$ cat config.mk
export PLATFORM = sky130hd
export DESIGN_NAME = lsq_data_mem_resp
export DESIGN_NICKNAME = d
export VERILOG_FILES = /design/src/rtl/lsq_data_mem_resp.sv
export SDC_FILE = /design/constraint.sdc
export NUM_CORES = 2
export LEC_CHECK = 0
export ABC_CLOCK_PERIOD_IN_PS = 2000
export BUFFER_PORTS_ARGS = -buffer_cell sky130_fd_sc_hd__buf_4
export CAP_MARGIN = 25
export CORE_ASPECT_RATIO = 1.75
export CORE_MARGIN = 2
export CORE_UTILIZATION = 57
export DETAILED_ROUTE_END_ITERATION = 10
export PLACE_DENSITY = 0.76
export RECOVER_POWER = 50
export SLEW_MARGIN = 20
export SYNTH_ARGS = -nofsm -noshare
export SYNTH_HDL_FRONTEND = slang
export SYNTH_SLANG_ARGS = --single-unit
$ cat constraint.sdc
create_clock -name clk -period 2 [get_ports clk]
set_clock_uncertainty 0.2 [all_clocks]
set_input_delay 0.2 -clock clk [delete_from_list [all_inputs] [get_ports clk]]
set_output_delay 0.2 -clock clk [all_outputs]
set_load 0.02 [all_outputs]
$ cat src/rtl/lsq_data_mem_resp.sv
// Memory-side responder for the LSQ arbiter: word-addressed data array,
// fixed-latency load pipeline and a credit-limited response FIFO.
module lsq_data_mem_resp #(
  parameter int AW_MEM = 6,
  parameter int LAT    = 2,
  parameter int QDEPTH = 4
) (
  input  logic        clk,
  input  logic        rst,
  input  logic        flsh,
  input  logic        st_req,
  input  logic [15:0] st_addr,
  input  logic [15:0] st_data,
  output logic        st_ack,
  input  logic        ld_req,
  input  logic [15:0] ld_addr,
  input  logic [5:0]  ld_idx,
  input  logic [5:0]  ld_phy,
  output logic        ld_ack,
  output logic        rsp_vld,
  input  logic        rsp_rdy,
  output logic [15:0] rsp_data,
  output logic [5:0]  rsp_idx,
  output logic [5:0]  rsp_phy,
  output logic        busy
);

  localparam int EW    = 28;
  localparam int PW    = (QDEPTH > 1) ? $clog2(QDEPTH) : 1;
  localparam int OW    = $clog2(QDEPTH + LAT) + 1;
  localparam int DEPTH = 1 << AW_MEM;

  logic [15:0]   mem [DEPTH];
  logic [EW-1:0] ld_ent;
  logic          push_vld;
  logic [EW-1:0] push_ent;
  logic [OW-1:0] stg_cnt;
  logic [OW-1:0] cnt;
  logic [OW-1:0] occ;
  logic [EW-1:0] fifo [QDEPTH];
  logic [PW-1:0] wr_ptr;
  logic [PW-1:0] rd_ptr;
  logic          pop;

  // Address bits above AW_MEM alias onto the same word.
  logic unused_addr_hi;
  assign unused_addr_hi = ^{ld_addr[15:AW_MEM], st_addr[15:AW_MEM]};

  // Stores always win arbitration; loads need a free credit and no flush.
  assign occ    = stg_cnt + cnt;
  assign busy   = (occ == OW'(QDEPTH));
  assign st_ack = st_req & rst;
  assign ld_ack = rst & ld_req & ~st_req & ~flsh & (occ < OW'(QDEPTH));

  always_ff @(posedge clk or negedge rst) begin
    if (!rst) begin
      for (int i = 0; i < DEPTH; i++) mem[i] <= '0;
    end else if (st_req) begin
      mem[st_addr[AW_MEM-1:0]] <= st_data;
    end
  end

  assign ld_ent = {mem[ld_addr[AW_MEM-1:0]], ld_idx, ld_phy};

  generate
    if (LAT == 1) begin : g_nopipe
      assign push_vld = ld_ack;
      assign push_ent = ld_ent;
      assign stg_cnt  = '0;
    end else begin : g_pipe
      localparam int NS = LAT - 1;
      logic [NS-1:0] vld;
      logic [EW-1:0] ent [NS];

      always_ff @(posedge clk or negedge rst) begin
        if (!rst) begin
          vld <= '0;
          for (int i = 0; i < NS; i++) ent[i] <= '0;
        end else begin
          if (flsh) begin
            vld <= '0;
          end else begin
            vld[0] <= ld_ack;
            for (int i = 1; i < NS; i++) vld[i] <= vld[i-1];
          end
          ent[0] <= ld_ent;
          for (int i = 1; i < NS; i++) ent[i] <= ent[i-1];
        end
      end

      always_comb begin
        stg_cnt = '0;
        for (int i = 0; i < NS; i++) stg_cnt = stg_cnt + OW'(vld[i]);
      end

      assign push_vld = vld[NS-1];
      assign push_ent = ent[NS-1];
    end
  endgenerate

  // Response handshake: rsp_* shows the FIFO head while rsp_vld is high and
  // holds steady until the edge where rsp_vld & rsp_rdy, which pops it.
  assign rsp_vld = (cnt != '0);
  assign pop     = rsp_vld & rsp_rdy;
  assign {rsp_data, rsp_idx, rsp_phy} = fifo[rd_ptr];

  function automatic logic [PW-1:0] ptr_inc(input logic [PW-1:0] p);
    return (p == PW'(QDEPTH - 1)) ? '0 : p + PW'(1);
  endfunction

  // Flush beats both a coincident push from the pipeline and a pop.
  always_ff @(posedge clk or negedge rst) begin
    if (!rst) begin
      wr_ptr <= '0;
      rd_ptr <= '0;
      cnt    <= '0;
      for (int i = 0; i < QDEPTH; i++) fifo[i] <= '0;
    end else if (flsh) begin
      wr_ptr <= '0;
      rd_ptr <= '0;
      cnt    <= '0;
    end else begin
      if (push_vld) begin
        fifo[wr_ptr] <= push_ent;
        wr_ptr       <= ptr_inc(wr_ptr);
      end
      if (pop) rd_ptr <= ptr_inc(rd_ptr);
      cnt <= cnt + OW'(push_vld) - OW'(pop);
    end
  end

endmodule
# Yosys cells after proc, flatten, opt, wreduce, memory -nomap -nowiden
# Index checks and enable logic that the tools add are counted.
# totals
reg_bits,1173
word_cells,125
out_inout_bits,32
in_bits,66
# classes
bitwise_logic,12
n_reduce_logical,6
eq_ne,3
mux,20
n_addsub,4
n_lt_le_gt_ge,7
# ops
op,n
$bwmux 1024,1
$bwmux 112,1
$bmux 16 s6,1
$demux 16 s6,1
$mux 28,3
$bmux 28 s2,1
$demux 28 s2,1
$mux 16,3
$ge 7x7->1 const B,2
$not 6->7,2
$mux 2,6
$lt 7x1->1 const B,1
$and 1x1->1,6
$ge 3x3->1 const B,2
$not 2->3,2
$add 2x1->2 const B,2
$add 4x1->4,1
$eq 2x2->1 const B,2
$eq 4x3->1 const B,1
$lt 4x3->1 const B,1
$mux 4,1
$reduce_bool 2->1,2
$reduce_bool 4->1,1
$sub 4x1->4,1
other kinds (5),7

# Logic depth before layout (Yosys ltp)
# logic_depth
word_depth,6
depth_mapped,9

# Worst setup path before layout
# No wires, ideal clock.
# synth_path
kind,flip-flop to output port
from,register g_pipe.vld
to,output port ld_ack
stages_incl_launch_ff,6
required_time_ns,1.600
t_arrival_ns,1.829
setup_slack_ns,-0.229
cell_sequence,dfrtp_1 -> ha_1 -> ha_1 -> xnor2_1 -> nand3_1 -> nor4_1
# synth_between
elab_chain_cells,3
# synth_lines
item,line,rtl
start: declaration,72,logic [NS-1:0] vld;
$add 4x1->4,50,assign occ = stg_cnt + cnt;
$lt 4x3->1,53,assign ld_ack = rst & ld_req & ~st_req & ~flsh & (occ < OW'(QDEPTH));
$and 1x1->1,53,
end: declaration,19,"output logic ld_ack,"
# Every way passes these cells.

# Worst setup path after layout
# layout_path
from,register cnt[0]
to,output port ld_ack
# layout_between
elab_chain_cells,3
# layout_lines
item,line,rtl
start: declaration,38,logic [OW-1:0] cnt;
start signal: assignment,128,cnt <= cnt + OW'(push_vld) - OW'(pop);
$add 4x1->4,50,
$lt 4x3->1,53,
$and 1x1->1,53,
# Every way passes these cells.

==> out/qor.txt <==
Adder-Cell Fraction of Synth Area - 0.212%
CP required - 1.60 ns
Filler cells - 5904
Psw - 15400 uW
First-pass GRT wire length - 219000 um
Clock Path Buffers - 3
Multi-input combinational cell area - 22500 um^2
DR iter-0 viols - 2131
# DRC - 0
Ys Warns - 0
Clock buffer count from CTS - 100
Combinational family with the most area after synthesis - multiplexers
Via/cell ratio - 6.37
Status - finished, violations left
Critical path startpoint category - flop
Vias post-DR - 31400
Multiplexer area fraction after synthesis - 37.2%
Worst slew margin - 19.2%
CTS Root Cell - clkbuf_16
Io pins - 98
Max-Cap Viols - 0
Syn avg cell area - 15.8 um^2
R2R depth - 8
Sequential cell area fraction in the yosys report - 55.3%
Area Growth Syn to Fin - 17.2%
Int Pwr - 45200 uW
Unique cell type count in the Yosys netlist - 55
Final #Nets - 3711
Height of the die - 408 um
Cell taking the most area after synthesis - dfrtp_1
WHS - 0.00595 ns
DRT Wirelength - 145000 um
Yosys top cell area share - 55.3%
CP arrival - 2.23 ns
Final period utilization - 131%
Synth area leaders - dfrtp_1 55%, mux2_2 24%, mux4_2 11%, mux2_4 1.4%, clkbuf_1 1.0%
Crit Path Class - flop to output pin
Max FO, Critical Path - 2
VDD IR-drop max - 0.686 mV
Total power - 60600 uW
Width of the die - 235 um
RePlAce Congestion - 0.933
H-tree Lvls - 3
Simple-gate share of the synthesized area - 2.78%
Switch share - 25.5%
Final min period - 2.63 ns
ANT cells - 0
Ys flop type - dfrtp_1
Final setup vio count - 1150
Clk slew on worst S/H paths - 0.07 ns
Post-synth EDFFs - 0
Hold Path Depth - 2
Register bit total from synthesis - 1173
Leak - 0.0294 uW
Failing checks - setup timing
Xor-xnor portion of the synthesized cell area - 0.0824%
Vias in the first global route - 35400
Antenna viol nets, final - 0
RSZ-0062 raised after global routing - true
CTS tree - done
Endpoints failing hold - 0
Later-pin clock latency in the skew report - 0.71 ns
Syn nets - 3427
Synth Cell Area - 53100 um^2
Worst-margin pin slew - 1.21 ns
Core area - 92800 um^2
Synth Area in Compound Gates - 1.67%
Largest net degree at the start of global routing - 130
CTS sink count - 1173
Row count - 148
Worst hold path class - primary input to flop
Share of layout cells above drive strength 1 - 57.5%
Comb power frac - 17.7%
Initial core utilization - 57.3%
GRT overflow - 0
Achievable Freq - 0.381 GHz
All-Layer GR Usage - 30.4%
DRT Pass-1 Iters - 5
DP Wirelength - 96900 um
Sequential cell area - 29400 um^2
Final Slew Violations - 0
Clock power frac - 35.0%
Antenna violations before repair - 3
Setup WS post-layout - -0.626 ns
Reg power frac - 47.2%
DR WL/cell - 29.5 um
Power Density - 973 nW/um^2
Port Buffers - 77
Asr flop ratio synth - 100%
Synthesized instance count - 3352
Die Footprint - 95800 um^2
Critical Path End Type - output pin
-- cells in the mapped netlist, drive strengths merged, types with 6 or more instances --
cell type and instances:
nor2b 16, a21oi 18, a22oi 42, nor4 8
o22ai 9, o21ai 9, dfrtp 1173, and4 6
and3 11, clkbuf 147, mux4 268, a221oi 13
nand2b 8, inv 8, mux2 1160, a211oi 17
nand3 30, mux2i 48, nor2 57, nor3 15
a211o 9, buf 157, nand2 79, ha 9
-- critical path, cell delays in order, from the launching register on --
cell and delay [ns]:
dfrtp_1 0.41, ha_4 0.19, ha_4 0.19, xnor2_4 0.25, nand3_2 0.14, nor4_2 0.16
buf_4 0.19
-- final timing paths --
kind                        startpoint  endpoint  slack [ns]
max                             cnt[0]    ld_ack       -0.63
min                        st_data[11]  mem[315]       0.006
max reg2reg                     cnt[2]    cnt[3]       -0.26
min reg2reg                   mem[700]  mem[700]        0.30
max in group asynchronous          rst  mem[107]       -0.17
min in group asynchronous          rst  fifo[37]        0.23
-- kinds of logic (layout without fill, tap and decap cells) --
family / after synthesis / in the layout
buffers and inverters: 312 / 683
and+or+nand+nor: 253 / 253
xor gates and xnor gates: 5 / 5
DFF: 1173 / 1173
AOI/OAI and AO/OA: 124 / 124
muxes: 1476 / 1476
adders and majority gates: 9 / 9
-- power by group through the flow --
| stage | Clock, uW | Sequential (uW) | Combinational, uW |
|---|---|---|---|
| floorplan | 0 | 28200 | 6510 |
| CTS | 21500 | 28600 | 10500 |
| finish | 21200 | 28600 | 10700 |
| global placement | 0 | 28600 | 9470 |
| detailed placement | 0 | 29000 | 9880 |
| global route | 22400 | 28900 | 11300 |
-- layout make-up --
cell class / instances / area share (%)
flip-flops and latches: 1173 / 47.1
multi-input cells: 1867 / 36.2
repair buffers: 486 / 8.37
clock buffers: 147 / 4.83
well taps: 1200 / 2.41
clock inverters: 42 / 0.973
inverters: 8 / 0.0522
-- placed cells by master, fill, tap and decap left out, types with 32 or more instances in the layout --
cell           instances
a22oi_1               38
buf_12                86
buf_4                251
buf_6                 40
clkbuf_16            108
clkbuf_8              32
dfrtp_1             1170
dlygate4sd3_1         46
mux2_2              1107
mux2_4                53
mux2i_1               46
mux4_2               268
nand2_1               52
nor2_1                39
-- routing by layer --
layer	global-route usage, %	wire length, um	vias up
met5	0	22	-
met4	20.0	11100	4
met3	4.16	5710	431
met2	54.1	76900	976
met1	33.9	51300	17000
li1	-	-	13000
-- through the flow --
step                TNS, ns  cell area [um^2]  cells  setup WS [ns]  utilization [%]
floorplan           -0.0448             53200   3352        -0.0448                -
global placement     -11.89             57800   4670         -0.684             62.3
detailed placement   -13.82             57800   4670         -0.675             62.3
CTS                  -36.88             62300   4914         -0.575             67.2
global route        -157.16             62300   4923         -0.646             67.1
finish               -81.52             62300   4923         -0.626             67.1
-- registers in the layout (all words and copies together) (netlist names) --
| register | cells |
|---|---|
| g_pipe.ent | 28 |
| wr_ptr | 2 |
| fifo | 112 |
| mem | 1024 |
| rd_ptr | 2 |
| cnt | 4 |
| g_pipe.vld | 1 |
-- timing repair --
action                                 in CTS  in global routing
pin swaps                                  15                 11
cloned                                      1                  7
setup endpoints to repair                  44                540
endpoints found under the hold margin    1759                  0
hold buffers                               47                  0
gates resized for setup                    72                 52
setup buffers                               8                  5
No activity file was read; power rests on OpenSTA's default activity.
